$ cat config.mk
export PLATFORM = sky130hd
export DESIGN_NAME = lsu_ad_arb
export DESIGN_NICKNAME = d
export VERILOG_FILES = /design/src/rtl/lsu_ad_arb.sv
export SDC_FILE = /design/constraint.sdc
export NUM_CORES = 1
export LEC_CHECK = 0
export CAP_MARGIN = 20
export CORE_MARGIN = 2
export CORE_UTILIZATION = 50
export CTS_CLUSTER_DIAMETER = 200
export DETAILED_ROUTE_END_ITERATION = 8
export PLACE_DENSITY_LB_ADDON = 0.1
export SLEW_MARGIN = 20
export SYNTH_ARGS = -nofsm -noshare
export SYNTH_HDL_FRONTEND = slang
export SYNTH_SLANG_ARGS = --single-unit
$ cat constraint.sdc
create_clock -name clk -period 14.2 [get_ports clk]
set_input_delay 4.26 -clock clk [delete_from_list [all_inputs] [get_ports clk]]
set_output_delay 4.26 -clock clk [all_outputs]
set_load 0.02 [all_outputs]
$ cat src/rtl/lsu_ad_arb.sv
// rtl/lsu_ad_arb.sv - LSU address generation, issue buffer and dcache-stage arbiter
//
// Ports:
//   clk, rst                 clock, synchronous active-high reset
//   i_flush                  drops buffered ops and the output register
//   i_lq_full, i_sq_full     queue back-pressure folded into o_ready
//   i_valid/i_insn/i_src_a/i_src_b/i_tag, o_ready
//                            issued load/store; accepted on i_valid & o_ready
//   i_req_*                  packed replay/retire requesters, ch0 highest priority
//   o_req_ack                one-hot combinational grant to requesters
//   i_stall                  downstream stall; holds the output register
//   o_valid/o_src/o_lsu_func/o_tag/o_addr/o_data/o_sel/o_misaligned
//                            registered winner feeding the dcache stage
//   o_alloc_lq_en, o_alloc_sq_en
//                            one-cycle LQ/SQ allocate for issue-sourced ops
//   lsu_func encoding: {is_store, size/sign funct3}
module lsu_ad_arb #(
  parameter int OPTN_DATA_WIDTH     = 32,
  parameter int OPTN_ADDR_WIDTH     = 32,
  parameter int OPTN_ROB_IDX_WIDTH  = 5,
  parameter int OPTN_NUM_REQ        = 2,
  parameter int OPTN_SEL_WIDTH      = 8,
  parameter int OPTN_STARVE_LIMIT   = 4,
  parameter int PCYN_LSU_FUNC_WIDTH = 4
) (
  input  logic                                        clk,
  input  logic                                        rst,
  input  logic                                        i_flush,
  input  logic                                        i_lq_full,
  input  logic                                        i_sq_full,
  input  logic                                        i_valid,
  input  logic [OPTN_DATA_WIDTH-1:0]                  i_insn,
  input  logic [OPTN_DATA_WIDTH-1:0]                  i_src_a,
  input  logic [OPTN_DATA_WIDTH-1:0]                  i_src_b,
  input  logic [OPTN_ROB_IDX_WIDTH-1:0]               i_tag,
  output logic                                        o_ready,
  input  logic [OPTN_NUM_REQ-1:0]                     i_req_valid,
  input  logic [OPTN_NUM_REQ*OPTN_ROB_IDX_WIDTH-1:0]  i_req_tag,
  input  logic [OPTN_NUM_REQ*OPTN_ADDR_WIDTH-1:0]     i_req_addr,
  input  logic [OPTN_NUM_REQ*OPTN_DATA_WIDTH-1:0]     i_req_data,
  input  logic [OPTN_NUM_REQ*PCYN_LSU_FUNC_WIDTH-1:0] i_req_lsu_func,
  input  logic [OPTN_NUM_REQ*OPTN_SEL_WIDTH-1:0]      i_req_sel,
  output logic [OPTN_NUM_REQ-1:0]                     o_req_ack,
  input  logic                                        i_stall,
  output logic                                        o_valid,
  output logic [OPTN_NUM_REQ:0]                       o_src,
  output logic [PCYN_LSU_FUNC_WIDTH-1:0]              o_lsu_func,
  output logic [OPTN_ROB_IDX_WIDTH-1:0]               o_tag,
  output logic [OPTN_ADDR_WIDTH-1:0]                  o_addr,
  output logic [OPTN_DATA_WIDTH-1:0]                  o_data,
  output logic [OPTN_SEL_WIDTH-1:0]                   o_sel,
  output logic                                        o_misaligned,
  output logic                                        o_alloc_lq_en,
  output logic                                        o_alloc_sq_en
);

  localparam int D     = OPTN_DATA_WIDTH;
  localparam int A     = OPTN_ADDR_WIDTH;
  localparam int T     = OPTN_ROB_IDX_WIDTH;
  localparam int R     = OPTN_NUM_REQ;
  localparam int S     = OPTN_SEL_WIDTH;
  localparam int F     = PCYN_LSU_FUNC_WIDTH;
  localparam int AGE_W = $clog2(OPTN_STARVE_LIMIT + 1);
  localparam logic [AGE_W-1:0] AGE_MAX = AGE_W'(OPTN_STARVE_LIMIT);

  typedef struct packed {
    logic [F-1:0] func;
    logic [T-1:0] tag;
    logic [A-1:0] addr;
    logic [D-1:0] data;
    logic         mis;
    logic         store;
  } entry_t;

  // ---------------- decode / address generation ----------------
  logic [2:0]   funct3;
  logic [2:0]   f3_eff;
  logic         is_store;
  logic [11:0]  imm12;
  logic [A-1:0] imm_ext;
  logic [A-1:0] dec_addr;
  logic [F-1:0] dec_func;
  logic         dec_mis;
  entry_t       new_entry;
  logic         unused;

  assign funct3   = i_insn[14:12];
  assign is_store = (i_insn[6:0] == 7'b0100011);
  assign imm12    = is_store ? {i_insn[31:25], i_insn[11:7]} : i_insn[31:20];
  assign imm_ext  = {{(A-12){imm12[11]}}, imm12};
  assign dec_addr = i_src_a[A-1:0] + imm_ext;
  assign unused   = ^i_insn[19:15];

  // Stores have no unsigned forms; anything outside the legal set is word.
  always_comb begin
    f3_eff = 3'b010;
    case (funct3)
      3'b000, 3'b001, 3'b010: f3_eff = funct3;
      3'b100, 3'b101:         f3_eff = is_store ? 3'b010 : funct3;
      default:                f3_eff = 3'b010;
    endcase
  end

  always_comb begin
    dec_func      = '0;
    dec_func[3:0] = {is_store, f3_eff};
  end

  assign dec_mis = ((f3_eff[1:0] == 2'b01) & dec_addr[0]) |
                   ((f3_eff[1:0] == 2'b10) & (dec_addr[1:0] != 2'b00));

  assign new_entry = '{func: dec_func, tag: i_tag, addr: dec_addr,
                       data: i_src_b, mis: dec_mis, store: is_store};

  // ---------------- issue buffer ----------------
  entry_t           buf_q [2];
  logic             wr_ptr, rd_ptr;
  logic [1:0]       count, count_next;
  logic [AGE_W-1:0] age;
  entry_t           head;
  logic             head_valid;
  logic             accept;

  assign head       = buf_q[rd_ptr];
  assign head_valid = (count != 2'd0);
  assign accept     = i_valid & o_ready & ~i_flush;

  // ---------------- arbitration ----------------
  logic         arb_en;
  logic         iss_gnt;
  logic [R-1:0] req_gnt;
  logic         found;
  logic         grant_any;

  assign arb_en = ~i_stall & ~i_flush;

  always_comb begin
    iss_gnt = 1'b0;
    req_gnt = '0;
    found   = 1'b0;
    if (arb_en) begin
      if (head_valid && age == AGE_MAX) begin
        iss_gnt = 1'b1;
      end else begin
        for (int i = 0; i < R; i++) begin
          if (i_req_valid[i] && !found) begin
            req_gnt[i] = 1'b1;
            found      = 1'b1;
          end
        end
        if (!found && head_valid) iss_gnt = 1'b1;
      end
    end
  end

  assign o_req_ack = req_gnt;
  assign grant_any = iss_gnt | (|req_gnt);

  always_comb begin
    count_next = count + {1'b0, accept} - {1'b0, iss_gnt};
    if (i_flush) count_next = 2'd0;
  end

  // Winner datapath: issue head by default, overridden by the granted requester.
  logic [F-1:0] m_func;
  logic [T-1:0] m_tag;
  logic [A-1:0] m_addr;
  logic [D-1:0] m_data;
  logic [S-1:0] m_sel;
  logic         m_mis;

  always_comb begin
    m_func = head.func;
    m_tag  = head.tag;
    m_addr = head.addr;
    m_data = head.data;
    m_sel  = '0;
    m_mis  = head.mis;
    for (int i = 0; i < R; i++) begin
      if (req_gnt[i]) begin
        m_func = i_req_lsu_func[i*F +: F];
        m_tag  = i_req_tag[i*T +: T];
        m_addr = i_req_addr[i*A +: A];
        m_data = i_req_data[i*D +: D];
        m_sel  = i_req_sel[i*S +: S];
        m_mis  = 1'b0;
      end
    end
  end

  // ---------------- state ----------------
  always_ff @(posedge clk) begin
    if (rst) begin
      count         <= 2'd0;
      wr_ptr        <= 1'b0;
      rd_ptr        <= 1'b0;
      age           <= '0;
      o_ready       <= 1'b0;
      o_valid       <= 1'b0;
      o_src         <= '0;
      o_lsu_func    <= '0;
      o_tag         <= '0;
      o_addr        <= '0;
      o_data        <= '0;
      o_sel         <= '0;
      o_misaligned  <= 1'b0;
      o_alloc_lq_en <= 1'b0;
      o_alloc_sq_en <= 1'b0;
    end else begin
      count   <= count_next;
      // Ready is a cycle late, so only advertise it while a further
      // accept could not overflow the two entries.
      o_ready <= ~i_flush & ~i_lq_full & ~i_sq_full & (count_next <= 2'd1);

      if (i_flush) begin
        wr_ptr <= 1'b0;
        rd_ptr <= 1'b0;
      end else begin
        if (accept) begin
          buf_q[wr_ptr] <= new_entry;
          wr_ptr        <= ~wr_ptr;
        end
        if (iss_gnt) rd_ptr <= ~rd_ptr;
      end

      if (i_flush || !head_valid || iss_gnt) age <= '0;
      else if (age != AGE_MAX)               age <= age + 1'b1;

      if (i_flush) begin
        o_valid       <= 1'b0;
        o_alloc_lq_en <= 1'b0;
        o_alloc_sq_en <= 1'b0;
      end else if (i_stall) begin
        o_alloc_lq_en <= 1'b0;
        o_alloc_sq_en <= 1'b0;
      end else begin
        o_valid       <= grant_any;
        o_alloc_lq_en <= iss_gnt & ~head.store;
        o_alloc_sq_en <= iss_gnt & head.store;
        if (grant_any) begin
          o_src        <= {iss_gnt, req_gnt};
          o_lsu_func   <= m_func;
          o_tag        <= m_tag;
          o_addr       <= m_addr;
          o_data       <= m_data;
          o_sel        <= m_sel;
          o_misaligned <= m_mis;
        end
      end
    end
  end

endmodule

# Word-level counts from Yosys, hierarchy flattened
# Memory sizes are Yosys's and may differ from the RTL's. A register that Yosys moved wholly into a read port is not among the register bits.
# Cells that the tools add are included.
[word_totals] reg_bits=96 ram_bits=150 inputBits=272 output_inout_bits=91 elab_cells=101 mem_count=1
[memory_table] memory="buf_q" words=2 word_bits=75 read_ports=1 rd_ports_with_merged_regs=1 write_ports=1 line="116" source="entry_t buf_q [2];"
[op_classes] addsub=4 magnitude_cmp=1 eq_ne=9 n_mux=34 n_bitwise=19 n_reduce_logical=18
[ops] cell="$mux W32" count=4
[ops] cell="$add A32 B32 Y32" count=1
[ops] cell="$mux W1" count=18
[ops] cell="$mux W8" count=2
[ops] cell="$mux W5" count=3
[ops] cell="$and A1 B1 Y1" count=10
[ops] cell="$eq A3 B3 Y1 const B" count=3
[ops] cell="$mux W4" count=2
[ops] cell="$reduce_or A2 Y1" count=4
[ops] cell="$eq A7 B6 Y1 const B" count=1
[ops] cell="$not A1 Y1" count=7
[ops] cell="$mux W2" count=3
[ops] cell="$pmux W3 S2" count=1
[ops] cell="$reduce_or A3 Y1" count=2
[ops] cell="$reduce_bool A2 Y1" count=2
[ops] cell="$add A3 B1 Y3 const B" count=1
[ops] cell="$eq A3 B1 Y1 const B" count=1
[ops] cell="$eq A3 B2 Y1 const B" count=1
[ops] cell="$logic_and A1 B1 Y1" count=3
[ops] cell="$logic_not A1 Y1" count=3
[ops] cell="$logic_not A3 Y1" count=1
[ops] cell="$mux W3" count=1
[ops] cell="$ne A3 B3 Y1 const B" count=1
[ops] cell="$reduce_and A3 Y1" count=1
[ops] cell="7 further kinds" count=9

# Logic depth before layout (Yosys ltp)
# Gate-level depths: netlist of the first run.
[logic_depth] ltp_word=18 depth_mapped=15 depth_no_buf=15

# Worst setup path before layout of the first run
# OpenSTA, ideal clock, no wires.
[synth_path] path_kind="input-to-reg" start="input rst" end="memory buf_q[0][0] (netlist name) (enable)" setup_time_ps=597 arrival_time_ps=9906 required_ps=13603 setup_slack_ps=3697 cell_stages=4 path_buffers=3 cell_sequence="clkbuf_1 clkbuf_1 clkbuf_1 nor3_1"
[synth_via] elab_chain_cells=2
[synth_lines] item="start, declared" line="27" source="input logic rst,"
[synth_lines] item="$mux W1" line="193" source="if (rst) begin"
[synth_lines] item="$mux W1 (not written as such)" line="220" source="buf_q[wr_ptr] <= new_entry;"
[synth_lines] item="end, declared" line="116"
# Every way passes these cells.

# Worst setup path in the final report of the first run
[layout_path] start="input i_stall" end="output o_req_ack[0]"
[layout_via] elab_chain_cells=3
[layout_lines] item="start, declared" line="44" source="input logic i_stall,"
[layout_lines] item="$not A1 Y1 (no line)"
[layout_lines] item="$and A1 B1 Y1" line="135" source="assign arb_en = ~i_stall & ~i_flush;"
[layout_lines] item="$mux W2" line="141" source="if (arb_en) begin"
[layout_lines] item="end, declared" line="43" source="output logic [OPTN_NUM_REQ-1:0] o_req_ack,"
# Every way passes these cells.

==> results of run 1 <==
## metal layers
layer  wire [um]  vias up  share of wire [%]
met5           0        -                  0
met4        1367        0                4.1
met3        2239       89                6.7
met2       16250      347                 49
met1       13340     4644                 40
li1            -     4745                  -
## final cells by class
cell class / instances / area, sq um
antenna: 1 / 2.502
clock buffer: 40 / 744.5
clock inverter: 9 / 120.1
fill: 1745 / 6495
inverter: 17 / 63.81
multi-input combinational: 759 / 4920
sequential: 245 / 6390
tap: 313 / 391.6
timing repair buffer: 366 / 3651
## cell usage after synthesis (2+ instances only)
| cell type | instances |
|---|---|
| a211oi_1 | 151 |
| a21boi_0 | 2 |
| a21o_1 | 12 |
| a21oi_1 | 36 |
| a222oi_1 | 8 |
| a31oi_1 | 3 |
| a41oi_1 | 2 |
| and2_1 | 2 |
| buf_1 | 5 |
| buf_2 | 24 |
| buf_6 | 2 |
| clkbuf_1 | 44 |
| clkbuf_4 | 2 |
| clkinv_1 | 2 |
| dfxtp_1 | 97 |
| edfxtp_1 | 148 |
| ha_1 | 35 |
| inv_1 | 15 |
| mux2i_1 | 74 |
| nand2_1 | 48 |
| nand2b_1 | 2 |
| nand3_1 | 9 |
| nand3b_1 | 2 |
| nand4_1 | 6 |
| nor2_1 | 188 |
| nor2b_1 | 2 |
| nor3_1 | 78 |
| nor3b_1 | 2 |
| nor4_1 | 4 |
| nor4b_1 | 3 |
| o2111ai_1 | 2 |
| o211ai_1 | 4 |
| o21a_1 | 4 |
| o21ai_0 | 18 |
| o21ai_1 | 3 |
| o21bai_1 | 5 |
| o22ai_1 | 2 |
| or2_1 | 2 |
| or2_2 | 2 |
| or3_1 | 3 |
| xnor2_1 | 24 |
| xor2_1 | 10 |
## worst reg2reg max path: stages (launching register included)
cell,delay (ns)
dfxtp_1,0.33
inv_1,0.07
ha_1,0.19
nand2_1,0.13
o21ai_1,0.23
or2_4,0.53
buf_4,0.87
nor2_1,0.11
a211oi_1,0.44
a211oi_1,0.08
nor3_1,0.16
## logic make-up (layout without fill, tap and decap cells)
| group | Yosys count | in the layout | share of synthesized area, % |
|---|---|---|---|
| simple gates | 356 | 356 | 13.20 |
| compound gates | 258 | 258 | 15.62 |
| flops | 245 | 245 | 54.57 |
| buf+inv | 97 | 432 | 3.721 |
| mux | 75 | 75 | 6.426 |
| fa+ha+maj | 36 | 36 | 3.913 |
| xor+xnor | 34 | 34 | 2.545 |
| other cells | 0 | 1 | 0 |
## power groups by stage
stage | Clock (mW) | Sequential [mW] | Combinational, mW
after floorplan | 0 | 0.820 | 0.121
after CTS | 0.697 | 0.786 | 0.279
after global placement | 0 | 0.801 | 0.271
after global routing | 0.725 | 0.788 | 0.302
final | 0.685 | 0.786 | 0.279
after detailed placement | 0 | 0.802 | 0.277
## worst max-delay path by stage
stage,endpoint,slack (ns),depth (start not counted)
3_5_place_dp,o_req_ack[0],2.90,6
5_1_grt,o_req_ack[0],2.74,6
3_3_place_gp,o_req_ack[0],2.99,6
2_1_floorplan,buf_q[0][0]$_DFFE_PP_,3.70,4
4_1_cts,o_req_ack[0],2.89,6
6_report,o_req_ack[0],2.87,6
## cells in the final DEF, fill, tap and decap left out, types with 3 or more instances in the layout
master	netlist	routed
or3_1	3	3
nor2_1	188	187
ha_1	35	35
a211oi_1	151	151
edfxtp_1	148	148
nand2_1	48	47
xnor2_1	24	24
clkbuf_1	44	11
nor3_1	78	77
dfxtp_1	97	96
a222oi_1	8	8
a21o_1	12	12
o21ai_1	3	3
nand3_1	9	9
nor4_1	4	4
clkinv_2	0	3
xor2_1	10	10
inv_1	15	15
a31oi_1	3	3
o21ai_0	18	18
clkbuf_16	0	27
clkinv_1	2	4
nor4b_1	3	3
o211ai_1	4	4
mux2i_1	74	74
o21bai_1	5	5
o21a_1	4	4
bufinv_16	0	3
buf_4	0	9
nand4_1	6	6
a21oi_1	36	36
clkdlybuf4s50_1	0	356
## sequential cells by signal, indices dropped and copies added (netlist names), 2 cells and up, named ones only
name        cells
count           2
o_addr         32
o_sel           8
o_tag           5
o_data         32
buf_q         148
age             3
o_src           3
o_lsu_func      4
==> impl_metrics.json, run 1 <==
{
  "rows": 55,
  "worstPathMaxFanout": 52,
  "drv_cap": 0,
  "synth_top_area_share_pct": 37.98,
  "finClkSkew_ns": 0.009003,
  "ys.flop_type": "edfxtp_1",
  "syn_area_sq_um": 11700,
  "initial_core_util_pct": 51.38,
  "avgSynthCellArea_sq_um": 10.63,
  "syn_nets": 1409,
  "power_frac_comb_pct": 15.9,
  "reg2reg_from": "age[0]$_SDFFE_PP0P_",
  "period_share_pct": 79.80,
  "post_cts_resized": 0,
  "gr-total-overflow": 0,
  "clkPwrFrac_pct": 39.1,
  "finalWirelength_um": 33200,
  "min_path_cells": 2,
  "ys_seq_elements": 245,
  "die_w_um": 157.0,
  "setup_viol": 0,
  "hold_class": "reg -> reg",
  "vias_per_cell": 5.614,
  "clock-sinks": 245,
  "routedWlPerCell_um": 18.97,
  "critPathSlowestCell": "clkdlybuf4s50_1",
  "grt_busiest_layer": "met2",
  "startpoint": "i_stall",
  "hold_buffers": 0,
  "p_sw_share_pct": 23.57,
  "cts.clk_slew.worst_paths_ns": 0.05,
  "worst_ep_arrival_time_ns": 7.07,
  "crit_type": "in -> out",
  "required_ns": 9.94,
  "grtUsageMet2_pct": 45.18,
  "cts_buffers": 27,
  "antenna_found_initial": 0,
  "grt_pass1_wl_um": 50340,
  "yosysWarningCount": 0,
  "end_kind": "primary output",
  "route.detailed.drc": 0,
  "r2r_slack_ns": 10.97,
  "dp_cells": 1700,
  "fin_area_sq_um": 16280,
  "min_from": "o_src[0]$_SDFFE_PP0P_",
  "power.density_nw_per_um2": 107.5,
  "ant_nets": 0,
  "cp-start-kind": "input pin",
  "p_int_mw": 1.337,
  "cts_buffer_depth": 3,
  "period_needed_ns": 11.33,
  "peakVddDrop_mv": 0.06107,
  "p_sw_uw": 412.5,
  "grt_max_degree": 157,
  "finalSetupTns_ns": 0,
  "cpMostUsedCell": "clkdlybuf4s50_1",
  "die-area_sq_um": 24640,
  "synthTopCellsByArea": "edfxtp_1 38%, dfxtp_1 17%, a211oi_1 9.7%, mux2i_1 6.3%, nor2_1 6.0%",
  "cts_tree": "built",
  "track_usage_pct": 26.02,
  "use_met3_pct": 4.102,
  "syn_to_final_growth_pct": 39.14,
  "fmax_mhz": 88.25,
  "drive_gt1_share_pct": 4.039,
  "status": "finished, final reports clean",
  "ys_types": 56,
  "drtIter0Drc": 677,
  "worst_r2r_endpoint": "o_addr[9]$_SDFFE_PP0P_",
  "min_to": "o_src[0]$_SDFFE_PP0P_",
  "synth-edff-count": 148,
  "h-tree-depth": 1,
  "postCtsSetupBuffers": 0,
  "io_pins": 363,
  "synth-seq-area-share_pct": 54.57,
  "first_pass_iters": 5,
  "dpl.hpwl_um": 22880,
  "fin_nets": 1724,
  "place_area_sq_um": 15420,
  "core_sq_um": 22780,
  "timing.final.ws_setup_ns": 2.868,
  "io_buffer_count": 357,
  "utilization_pct": 71.49,
  "cp_cell_sequence": "clkdlybuf4s50_1 -> nor2_1 -> o21ai_1 -> or2_4 -> clkinv_1 -> clkdlybuf4s50_1",
  "grt_use_met1_pct": 32.23,
  "place_ws_ns": 2.902,
  "r2r_cells": 10,
  "p_leak_nw": 5.516,
  "vias": 9825,
  "final_cells": 1750,
  "final_hold_viol_count": 0,
  "slew-limit-headroom_pct": 24.60,
  "cts_root_buf": "clkbuf_16",
  "die_h_um": 157.0,
  "place.gp.congestion": 0.9718,
  "rsz0062_at_grt": "false",
  "drv_slew": 0,
  "first_global_vias": 9453,
  "total_power_mw": 1.750,
  "tightest_slew_ns": 1.131,
  "hold_slack_ns": 0.4533,
  "critPathTopFamily": "buffers and inverters",
  "worstSkewPairLatency_ns": 0.52,
  "synthCells": 1101,
  "critPathBufInv": 3,
  "power_frac_seq_pct": 44.9,
  "slowest_delay_ns": 0.73,
  "synth.largest_area_cell": "edfxtp_1",
  "synthArstFlopShare_pct": 0
}
Note: power is estimated with default switching activity, not from simulation.
==> run 2: changes to the inputs <==
Settings changed: CORE_UTILIZATION 50 to 47.
Clock period 14.2 ns to 11.05 ns, I/O delays scaled along.
==> run 2 against run 1 <==
Net effect: via count fell by 1.2%; wire length rose by 0.52%; combinational power rose by 28%; critical endpoint unchanged; critical path depth rose by 1; non-clock buffer count rose by 1; clock power rose by 35%; final cell count rose by 0.63%; die area rose by 6.2%; utilization fell by 4.4 points; highest routed layer unchanged.
==> impl_metrics.json, run 2 (synthesis gave the netlist of run 1 again) <==
{
  "power_frac_seq_pct": 44.1,
  "dp_cells": 1711,
  "route.detailed.drc": 0,
  "cp-start-kind": "input pin",
  "rsz0062_at_grt": "false",
  "postCtsSetupBuffers": 0,
  "h-tree-depth": 1,
  "peakVddDrop_mv": 0.09328,
  "fmax_mhz": 108.6,
  "finalSetupTns_ns": 0,
  "timing.final.ws_setup_ns": 1.843,
  "vias": 9705,
  "clkPwrFrac_pct": 40.4,
  "cts_tree": "built",
  "period_needed_ns": 9.207,
  "regMostFlops": "buf_q",
  "reg.largest.list": "buf_q (148), o_addr (32), o_data (32)",
  "track_usage_pct": 24.46,
  "startpoint": "i_stall",
  "min_path_cells": 2,
  "p_leak_nw": 5.558,
  "cts_buffers": 27,
  "gr-total-overflow": 0,
  "hold_class": "reg -> reg",
  "setup_viol": 0,
  "hold_buffers": 0,
  "worstSkewPairLatency_ns": 0.52,
  "rows": 57,
  "drive_gt1_share_pct": 4.523,
  "grt_max_degree": 112,
  "final_cell_mix": "356 x clkdlybuf4s50_1, 187 x nor2_1, 151 x a211oi_1",
  "grt_pass1_wl_um": 50520,
  "cts.clk_slew.worst_paths_ns": 0.06,
  "worstSetupEndpoint": "o_req_ack[0]",
  "ant_nets": 0,
  "power.density_nw_per_um2": 140.1,
  "layout_commonest_cell": "clkdlybuf4s50_1",
  "die-area_sq_um": 26180,
  "clock-sinks": 245,
  "r2r_slack_ns": 7.80,
  "antenna_found_initial": 0,
  "syn_to_final_growth_pct": 39.92,
  "r2r_cells": 9,
  "period_share_pct": 83.32,
  "place_ws_ns": 1.839,
  "die_w_um": 161.8,
  "final_hold_viol_count": 0,
  "vias_per_cell": 5.511,
  "place.gp.congestion": 0.8816,
  "io_buffer_count": 357,
  "required_ns": 7.74,
  "initial_core_util_pct": 47.98,
  "diodes": 0,
  "post_cts_resized": 0,
  "slew-limit-headroom_pct": 25.14,
  "fin_nets": 1725,
  "drv_cap": 0,
  "cts_root_buf": "clkbuf_16",
  "cts_buffer_depth": 3,
  "drv_slew": 0,
  "status": "finished, final reports clean",
  "core_sq_um": 24390,
  "p_sw_share_pct": 23.39,
  "first_global_vias": 9427,
  "worst_r2r_endpoint": "o_data[17]$_SDFFE_PP0P_",
  "end_kind": "primary output",
  "reg2reg_from": "age[0]$_SDFFE_PP0P_",
  "die_h_um": 161.8,
  "routedWlPerCell_um": 18.95,
  "final_cells": 1761,
  "drtIter0Drc": 643,
  "tightest_slew_ns": 1.122,
  "p_int_mw": 1.758,
  "finClkSkew_ns": 0.01300,
  "worstPathMaxFanout": 59,
  "p_sw_uw": 536.6,
  "io_pins": 363,
  "crit_type": "in -> out",
  "power_frac_comb_pct": 15.6,
  "worst_ep_arrival_time_ns": 5.89,
  "finalWirelength_um": 33370,
  "largest_reg_flops": 148,
  "dpl.hpwl_um": 22980,
  "first_pass_iters": 6
}
==> run 2: layout make-up <==
class | count | area (sq um)
fillers | 1971 | 8016
clock buffers | 36 | 759.5
repair buffers | 367 | 3670
inverters | 17 | 63.81
well taps | 324 | 405.4
clock inverters | 13 | 166.4
flip-flops and latches | 245 | 6390
multi-input cells | 759 | 4920
==> run 2: critical path, cell delays in order <==
cell             delay [ns]
clkdlybuf4s50_1        0.48
nor2_1                 0.39
o21ai_1                0.19
or2_4                  0.49
clkinv_1               0.15
buf_4                  0.23
clkdlybuf4s50_1        0.64
==> run 2: worst min-delay path by stage <==
stage	startpoint	end	slack [ns]
floorplan	age[1]$_SDFFE_PP0P_	age[1]$_SDFFE_PP0P_	0.46
global placement	o_src[2]$_SDFFE_PP0P_	o_src[2]$_SDFFE_PP0P_	0.44
detailed placement	o_src[2]$_SDFFE_PP0P_	o_src[2]$_SDFFE_PP0P_	0.46
CTS	o_src[2]$_SDFFE_PP0P_	o_src[2]$_SDFFE_PP0P_	0.47
global route	o_src[2]$_SDFFE_PP0P_	o_src[2]$_SDFFE_PP0P_	0.49
finish	o_src[2]$_SDFFE_PP0P_	o_src[2]$_SDFFE_PP0P_	0.46
==> run 2: metal layers <==
metal,global-route usage (%),wire (um),vias up
met2,41.74,16030,341
li1,-,-,4742
met5,0,0,-
met1,31.68,14070,4555
met4,9.735,1237,0
met3,3.243,2030,67
==> run 2: power by group through the flow <==
stage,clock network (mW),registers (mW),logic [mW]
CTS,0.941,1.01,0.357
global placement,0,1.03,0.349
detailed placement,0,1.03,0.355
floorplan,0,1.05,0.156
finish,0.926,1.01,0.357
global route,0.978,1.01,0.388
==> run 2: stage by stage <==
| stage | power [mW] | hold WS (ns) | utilization (%) | cell area, sq um |
|---|---|---|---|---|
| global route | 2.378 | 0.4850 | 67.13 | 16370 |
| finish | 2.294 | 0.4630 | 67.13 | 16370 |
| detailed placement | 1.385 | 0.4554 | 63.21 | 15420 |
| floorplan | 1.209 | 0.4593 | - | 11700 |
| global placement | 1.379 | 0.4426 | 63.21 | 15420 |
| CTS | 2.310 | 0.4652 | 67.01 | 16340 |
==> RTL change (flow settings as in run 1) <==
Set the parameter `OPTN_ROB_IDX_WIDTH` to 4 (it was 5).
--- a/src/rtl/lsu_ad_arb.sv
+++ b/src/rtl/lsu_ad_arb.sv
@@ -17,7 +17,7 @@
 module lsu_ad_arb #(
   parameter int OPTN_DATA_WIDTH     = 32,
   parameter int OPTN_ADDR_WIDTH     = 32,
-  parameter int OPTN_ROB_IDX_WIDTH  = 5,
+  parameter int OPTN_ROB_IDX_WIDTH  = 4,
   parameter int OPTN_NUM_REQ        = 2,
   parameter int OPTN_SEL_WIDTH      = 8,
   parameter int OPTN_STARVE_LIMIT   = 4,
Interface: changed (resized i_req_tag, i_tag and o_tag); port bits go from 363 to 359. The function was not compared with the original's and may differ.
==> RTL change against run 1 <==
Sequential share of layout area is 0.061 points lower. Total power is 4.5% lower. Critical endpoint unchanged. Sequential cell count decreased by 3. Final area shrank 1.1%. Via count decreased by 3.3%. Critical path type unchanged. Worst setup slack improved by 0.58 ns. Routed wire length fell by 3.7%. Area after synthesis fell by 0.15%. Largest cell class unchanged. Die area down 0.15%.
==> RTL change: results (changes against run 1) <==
metric,value,unit,change
status,completed,,unchanged
p_leak,5.48,nW,was 5.52 nW
grt_antenna_before_repair,6,,was 0
crit_path_max_incr_delay,0.68,ns,was 0.73 ns
grt_use_total,25.1,%,was 26.0%
critical_path.top_delay_family,buffers and inverters,,unchanged
slowest_stage,clkdlybuf4s50_1,,unchanged
drt_first_iter_violations,574,,was 677
hp-start,o_valid,,was o_src[0]
cts_resized,0,,unchanged
drt-pass1-iter-count,7,,was 5
reg_top3,"buf_q: 146 flops, o_addr: 32 flops, o_data: 32 flops",,"was buf_q: 148 flops, o_addr: 32 flops, o_data: 32 flops"
peakVddDrop,0.0708,mV,was 0.0611 mV
startpoint_type,input port,,unchanged
gp_congestion,0.869,,was 0.972
dp.final_hpwl,22.4,mm,was 22.9 mm
worst_slew_pin_slew,1.02,ns,was 1.13 ns
htreeDepth,1,,unchanged
clock_skew,0.00944,ns,was 0.00900 ns
grt_max_degree,111,,was 157
synth_ff_type,edfxtp_1,,unchanged
numCtsBuffers,24,,was 27
drive_above_1_share,5.40,%,was 4.04%
grt_first_pass_wirelength,47.9,mm,was 50.3 mm
syn_nets,1381,,was 1409
io_buffers,353,,was 357
synth_cell_types,66,,was 56
grt_pass1_vias,9140,,was 9453
hold_depth,2,,unchanged
ys_async_sr_fraction,0,%,unchanged
yosys-top-cells-count,"176 x nor2_1, 146 x edfxtp_1, 145 x a211oi_1",,"was 188 x nor2_1, 151 x a211oi_1, 148 x edfxtp_1"
timing.rr.end,o_lsu_func[1],,was o_addr[9]
via_per_inst,5.51,,was 5.61
hold_end,o_valid,,was o_src[0]
ys_top_cells_by_area,"edfxtp_1 38%, dfxtp_1 16%, a211oi_1 9.3%, mux2i_1 6.3%, nor2_1 5.7%",,"was edfxtp_1 38%, dfxtp_1 17%, a211oi_1 9.7%, mux2i_1 6.3%, nor2_1 6.0%"
pg_clk,607,uW,was 685 uW
critPathMaxFanout,36,,was 52
cts_setup_buffers,0,,unchanged
nets,1694,,was 1724
placed_area,15300,um^2,was 15400 um^2
combPwrFrac,17.1,%,was 15.9%
root_buffer,clkbuf_16,,unchanged
seq_area_frac_synth,54.0,%,was 54.6%
wirelength,32.0,mm,was 33.2 mm
synth-edff-count,146,,was 148
yosys_warnings,0,,unchanged
intPower,1.27,mW,was 1.34 mW
reg2reg_from,age[0],,unchanged
fill_cells,1709,,was 1745
reg2reg_slack,10.72,ns,was 10.97 ns
crit_arrival,6.50,ns,was 7.07 ns
power_density,104,nW/um^2,was 107 nW/um^2
==> RTL change: changes by cell type in the layout (fill, tap and decap cells not counted), moves of 5 or more <==
cell      delta
nand4_1      -5
clkbuf_1     -5
nor2_1      -12
a211oi_1     -6
nand2_1      -9
==> RTL change: worst max-delay path by stage <==
stage	depth (start not counted)	slack (ns)	endpoint
after floorplan	3	3.91	buf_q[0][0]
after global placement	6	3.46	o_req_ack[0]
after detailed placement	6	3.43	o_req_ack[0]
after CTS	6	3.43	o_req_ack[0]
after global routing	6	3.35	o_req_ack[0]
final	6	3.44	o_req_ack[0]
==> RTL change: through the flow <==
stage               utilization [%]  setup WS, ns  hold slack [ns]  std cells
floorplan                         -          3.91            0.459       1076
global placement               67.2          3.46            0.444       1675
detailed placement             67.2          3.43            0.465       1675
CTS                            70.5          3.43            0.474       1719
global route                   70.7          3.35            0.491       1723
finish                         70.7          3.44            0.469       1724
==> RTL change: cell families after synthesis <==
group                    share of synthesized area, %
AND/OR/NAND/NOR                                  13.2
AO/OA/AOI/OAI                                    16.0
flip-flops                                       54.0
buffers and inverters                            3.98
multiplexers                                     6.25
adder cells (fa/ha/maj)                          3.92
XOR/XNOR                                         2.62
==> RTL change: cell type report <==
| cell class | count | share of cell area (%) |
|---|---|---|
| clock buffers | 33 | 4.20 |
| flip-flops and latches | 242 | 39.2 |
| repair buffers | 364 | 22.6 |
| well taps | 313 | 2.43 |
| inverters | 15 | 0.350 |
| diodes | 4 | 0.0622 |
| multi-input cells | 742 | 30.7 |
| clock inverters | 11 | 0.505 |
==> RTL change: routing by layer <==
layer	GRT usage, %	share of wire [%]	vias up
li1	-	-	4672
met1	29.5	39	4401
met2	44.4	50	346
met3	5.18	7.0	78
met4	10.6	4.0	2
met5	0	0.041	-
